### src/rtl/scan_display_driver.sv
// Multiplexed display scanner: gives each enabled digit a slot of 2^DUTY_W
// cycles in ascending order, gates the strobe by a brightness duty code and
// an optional blink phase, and drives only registered outputs.
//
// Handshake note: there is no valid/ready traffic here. Every input is a
// level that is sampled on each rising CP edge, and every output is a
// register that describes the slot in progress after that edge.
module scan_display_driver #(
  parameter int N_DIGITS   = 8,
  parameter int SEG_W      = 8,
  parameter int DUTY_W     = 3,
  parameter int BLINK_HALF = 500
) (
  input  logic                          CP,
  input  logic                          CR,
  input  logic [N_DIGITS*SEG_W-1:0]     display_data,
  input  logic [N_DIGITS-1:0]           digit_en,
  input  logic [N_DIGITS-1:0]           blink_mask,
  input  logic                          adjust,
  input  logic [DUTY_W-1:0]             brightness,
  output logic [N_DIGITS-1:0]           select_light,
  output logic [SEG_W-1:0]              display_char,
  output logic [$clog2(N_DIGITS)-1:0]   cur_digit,
  output logic                          frame_start
);

  localparam int CW = $clog2(N_DIGITS);
  localparam int BW = (BLINK_HALF > 2) ? $clog2(BLINK_HALF) : 1;
  localparam logic [DUTY_W-1:0] SC_LAST = '1;
  localparam logic [BW-1:0]     BC_LAST = BW'(BLINK_HALF - 1);

  // ST_IDLE doubles as the "not started" flag: no digit owns a slot yet.
  typedef enum logic {ST_IDLE, ST_SCAN} state_t;

  state_t            state, state_n;
  logic [DUTY_W-1:0] sc, sc_n;
  logic [CW-1:0]     cur_n;
  logic [BW-1:0]     bc, bc_n;
  logic              bp, bp_n;
  logic              slot_start;

  // Index-ordered views of the MSB-first input buses.
  logic [N_DIGITS-1:0] en_idx;
  logic [N_DIGITS-1:0] mask_idx;
  logic [SEG_W-1:0]    seg_idx [N_DIGITS];

  logic [CW-1:0] low_idx;
  logic [CW-1:0] above_idx;
  logic          have_above;
  logic [CW-1:0] next_idx;
  logic          en_any;

  logic                lit;
  logic [N_DIGITS-1:0] sel_n;
  logic [SEG_W-1:0]    char_n;
  logic                fs_n;

  // Reorder inputs by digit index and find the lowest / next enabled digit.
  always_comb begin
    en_idx     = '0;
    mask_idx   = '0;
    low_idx    = '0;
    above_idx  = '0;
    have_above = 1'b0;
    for (int i = 0; i < N_DIGITS; i++) begin
      en_idx[i]   = digit_en[N_DIGITS-1-i];
      mask_idx[i] = blink_mask[N_DIGITS-1-i];
      seg_idx[i]  = display_data[(N_DIGITS-i)*SEG_W-1 -: SEG_W];
    end
    // Descending scan so the last hit is the smallest qualifying index.
    for (int i = N_DIGITS - 1; i >= 0; i--) begin
      if (en_idx[i]) begin
        low_idx = CW'(i);
        if (CW'(i) > cur_digit) begin
          above_idx  = CW'(i);
          have_above = 1'b1;
        end
      end
    end
    en_any = |digit_en;
    // Wrapping to the lowest also covers a lone digit re-selecting itself.
    next_idx = have_above ? above_idx : low_idx;
  end

  // Next-state for the scan FSM, slot counter, blink timer and outputs.
  always_comb begin
    state_n    = state;
    sc_n       = sc;
    cur_n      = cur_digit;
    slot_start = 1'b0;
    bc_n       = '0;
    bp_n       = 1'b0;
    sel_n      = '1;
    char_n     = '1;
    fs_n       = 1'b0;
    lit        = 1'b0;

    if (!en_any) begin
      state_n = ST_IDLE;
    end else if (state == ST_IDLE || sc == SC_LAST) begin
      state_n    = ST_SCAN;
      sc_n       = '0;
      cur_n      = (state == ST_IDLE) ? low_idx : next_idx;
      slot_start = 1'b1;
    end else begin
      sc_n = sc + 1'b1;
    end

    if (adjust) begin
      if (bc == BC_LAST) begin
        bc_n = '0;
        bp_n = ~bp;
      end else begin
        bc_n = bc + 1'b1;
        bp_n = bp;
      end
    end

    // Lit decision uses the post-edge slot position and blink phase so the
    // registered outputs always describe the slot they appear in.
    lit = en_any && en_idx[cur_n] && (sc_n <= brightness) &&
          !(bp_n && mask_idx[cur_n]);

    for (int i = 0; i < N_DIGITS; i++) begin
      if (lit && cur_n == CW'(i)) sel_n[N_DIGITS-1-i] = 1'b0;
    end
    if (lit) char_n = seg_idx[cur_n];

    fs_n = slot_start && (cur_n == low_idx);
  end

  // Single register stage for state, counters and all outputs.
  always_ff @(posedge CP) begin
    if (CR) begin
      state        <= ST_IDLE;
      sc           <= '0;
      cur_digit    <= '0;
      bc           <= '0;
      bp           <= 1'b0;
      select_light <= '1;
      display_char <= '1;
      frame_start  <= 1'b0;
    end else begin
      state        <= state_n;
      sc           <= sc_n;
      cur_digit    <= cur_n;
      bc           <= bc_n;
      bp           <= bp_n;
      select_light <= sel_n;
      display_char <= char_n;
      frame_start  <= fs_n;
    end
  end

endmodule

### config.mk
export PLATFORM = sky130hd
export DESIGN_NAME = scan_display_driver
export DESIGN_NICKNAME = d
export VERILOG_FILES = /design/src/rtl/scan_display_driver.sv
export SDC_FILE = /design/constraint.sdc
export NUM_CORES = 1
export LEC_CHECK = 0
export ABC_AREA = 1
export BUFFER_PORTS_ARGS = -buffer_cell sky130_fd_sc_hd__clkbuf_2
export CORE_UTILIZATION = 32
export CTS_BUF_LIST = sky130_fd_sc_hd__clkbuf_8
export DETAILED_ROUTE_END_ITERATION = 12
export GPL_TIMING_DRIVEN = 0
export SYNTH_ARGS = -nofsm -noshare
export SYNTH_HDL_FRONTEND = slang
export SYNTH_SLANG_ARGS = --single-unit
### constraint.sdc
create_clock -name CP -period 4.33 [get_ports CP]
set_input_delay 0.2165 -clock CP [delete_from_list [all_inputs] [get_ports CP]]
set_output_delay 0.2165 -clock CP [all_outputs]
set_load 0.02 [all_outputs]
==> results.yml <==
run_status:
  run_status: "complete, no violations"
global_routing:
  grt_first_pass_wirelength_um: 12500
  grt_remaining_overflow: 0
  antenna_found_initial: 0
  grt_pass1_vias: 2742
  grt_usage: 0.184
  grt_max_degree: 12
sta:
  relSlewSlack: 0.548
  rsz0062_at_grt: "no"
  period_share: 0.612
  whs_ps: 214
  fin_skew_ps: 7.52
  setup_violations: 0
  worst_pin_slew_ps: 677
  finalSetupTns_ps: 0
  clock.fmax_mhz: 377
  setup_ws_ps: 1680
  hold_viol_final: 0
  period_minus_slack_ps: 2650
  report.final.slew_viol_count: 0
clock_network:
  holdBufCountCts: 0
  post_cts_resized: 0
  cts_setup_buffers: 0
  cts-htree-levels: 2
  cts-root-buf: "clkbuf_8"
  cts_tree: "built"
  cts_max_path_buffers: 2
  clk_latency_ps: 290
  cts_buffers: 5
  clock-sinks: 34
  clkSlewWorstSetupHoldPaths_ps: 70
yosys:
  syn_inst: 439
  seq_area_frac_synth: 0.256
  synth_top_family_by_area: "simple AND/OR/NAND/NOR gates"
  synthesis.nets: 531
  ys_ff_latch: 34
  synth_xor_area_frac: 0.0132
  synth_edf_count: 0
  synth_compound_area_frac: 0.0607
  synth_area_per_cell_um2: 6.06
  yosysTopAreaCellShare: 0.256
  synth_fa_ha_area_frac: 0.0282
  synthFlopType: "dfxtp_1"
  synth_top_area_cell: "dfxtp_1"
  yosysUniqueCellTypes: 36
  syn_area_um2: 2660
  yosys.area_share.simple: 0.502
  synthTopCellsByArea: "dfxtp_1 (26%), nand2_1 (21%), inv_1 (9.9%)"
  muxShareOfSynthArea: 0
  synthArstFlopShare: 0
  synth_warnings: 0
finish:
  nets: 642
  area_delta_synth_final_pct: 29.7
  final_cell_area_um2: 3450
  antennaDiodeCount: 0
  drive_above_1_share: 0.287
  fillCellCount: 874
worst_hold_path:
  hp-class: "input pin to flip-flop"
floorplanning:
  start_util: 0.337
  dieHeight_um: 93.2
  core_um2: 7890
  ios: 106
  die_w_um: 93.2
  rows: 32
  fp.dieArea_um2: 8680
detailed_routing:
  wl_per_cell_um: 11.7
  drt.antenna.violating_nets: 0
  dr.first_iter.drc_count: 102
  via_per_inst: 4.55
  vias: 2974
  finalWirelength_um: 7670
  drc_errors: 0
  dr.pass1.iters: 4
placement:
  globalplace.congestion: 0.844
  dp_hpwl_um: 6250
  place_ws_ps: 1680
  port_buffers: 104
  placed_area_um2: 3310
power:
  power_density_nw_per_um2: 305
  leakagePower_nw: 2.00
  vdd_ir_drop_max_uv: 125
worst_setup_path:
  cp_top_family: "simple AND/OR/NAND/NOR gates"
  r2r_slack_ps: 1680
  end_kind: "flip-flop"
  cp_slowest_cell: "o21ai_1"
  start_kind: "flip-flop"
  critical-path-top-cell-by-count: "ha_1"
  critPathMaxStageDelay_ps: 460
  path_cells: "ha_1 -> ha_1 -> nor2_1 -> nor2_4 -> o21ai_1 -> inv_1 -> buf_2 -> nand2_1 -> nand3_2 -> buf_4 -> nand4_2"
  required_ps: 4550
  crit_type: "flip-flop to flip-flop"
  cp_max_fo: 10
  path_buf_inv: 3
  critical_path_arrival_ps: 2870
flow_run:
  max-cap-violations: 0
[cells in the mapped netlist, types with 2 or more instances]
cell      instances
nand3_1          46
a21oi_1           8
xnor2_1           2
nor2_2            2
xor2_1            2
buf_2             4
o21ai_1           7
dfxtp_1          34
nand2_1         146
nor2_4            5
clkbuf_1          3
nand3_2           3
buf_6             3
o21ai_0           6
nand3b_1          4
nand2_4           3
buf_4             2
nor3_1            2
nor2_1           42
inv_2             7
ha_1              6
or2_2             2
nand2_2           2
nand4_1           6
nand4_2          12
inv_1            70
[final timing paths]
| kind | startpoint | endpoint | depth (start not counted) |
|---|---|---|---|
| worst max-delay path | sc[0] | display_char[2] | 11 |
| worst min-delay path | adjust | bp | 3 |
| worst max register to register | sc[0] | display_char[2] | 11 |
| worst min register to register | bc[0] | bc[0] | 1 |
[registers in the layout, indices dropped and copies added (netlist names)]
name and cells:
state 1, frame_start 1, sc 3, bc 9, display_char 8, select_light 8
bp 1, cur_digit 3
[metal layers]
metal  global-route usage  part of all wire  vias to the layer above  wire, um
li1                     -                 -                     1596         -
met1                0.234              0.47                     1293      3590
met2                0.312              0.47                       79      3590
met3               0.0358             0.053                        6       409
met4               0.0577             0.011                        0        82
met5                    0                 0                        -         0
[cell type report]
type                            instances  area (um2)  share of cell area
Buffer                                 13        83.8              0.0243
Clock inverter                          2        60.1              0.0174
Sequential cell                        34         681               0.197
Clock buffer                            6        82.6              0.0239
Inverter                               77         289              0.0838
Multi-Input combinational cell        315        1610               0.466
Tap cell                              102         128              0.0370
Timing Repair Buffer                  104         520               0.151
[worst min-delay path, stage by stage]
cell and delay, ps:
clkbuf_2 100, nand3_1 100, nor2_1 40
[power by group]
group,switching (W),total (W),internal [W]
combinational,0.000221,0.000350,0.000129
clock,0.000117,0.000362,0.000246
sequential,0.0000103,0.000342,0.000331
total,0.000348,0.00105,0.000706
[cells in the final DEF (no fill, tap or decap), types with 3 or more instances in the layout]
cell      Yosys  final
inv_2         7      7
dfxtp_1      34     34
nand2_4       3      3
nand3_2       3      3
nand4_2      12     12
buf_6         3      3
nand3b_1      4      4
o21ai_1       7      7
o21ai_0       6      6
nor2_1       42     42
nor2_4        5      5
inv_1        70     70
buf_2         4      4
a21oi_1       8      8
nand3_1      46     46
nand2_1     146    146
clkbuf_8      0      6
ha_1          6      6
clkbuf_2      0    104
nand4_1       6      6
clkbuf_1      3      3
[metrics by stage]
step / utilization / power [W] / cells
global placement: 0.419 / 0.000696 / 645
finish: 0.438 / 0.00105 / 653
detailed placement: 0.419 / 0.000700 / 645
global route: 0.438 / 0.00113 / 653
floorplan: - / 0.000586 / 439
CTS: 0.438 / 0.00106 / 653
[cells by family (layout without fill, tap and decap cells)]
| group | after synthesis | count (layout) |
|---|---|---|
| buffers and inverters | 90 | 202 |
| AOI/OAI and AO/OA | 28 | 28 |
| adders and majority gates | 6 | 6 |
| xor gates and xnor gates | 4 | 4 |
| DFF | 34 | 34 |
| and+or+nand+nor | 277 | 277 |
Note: power is estimated with default switching activity, not from simulation.
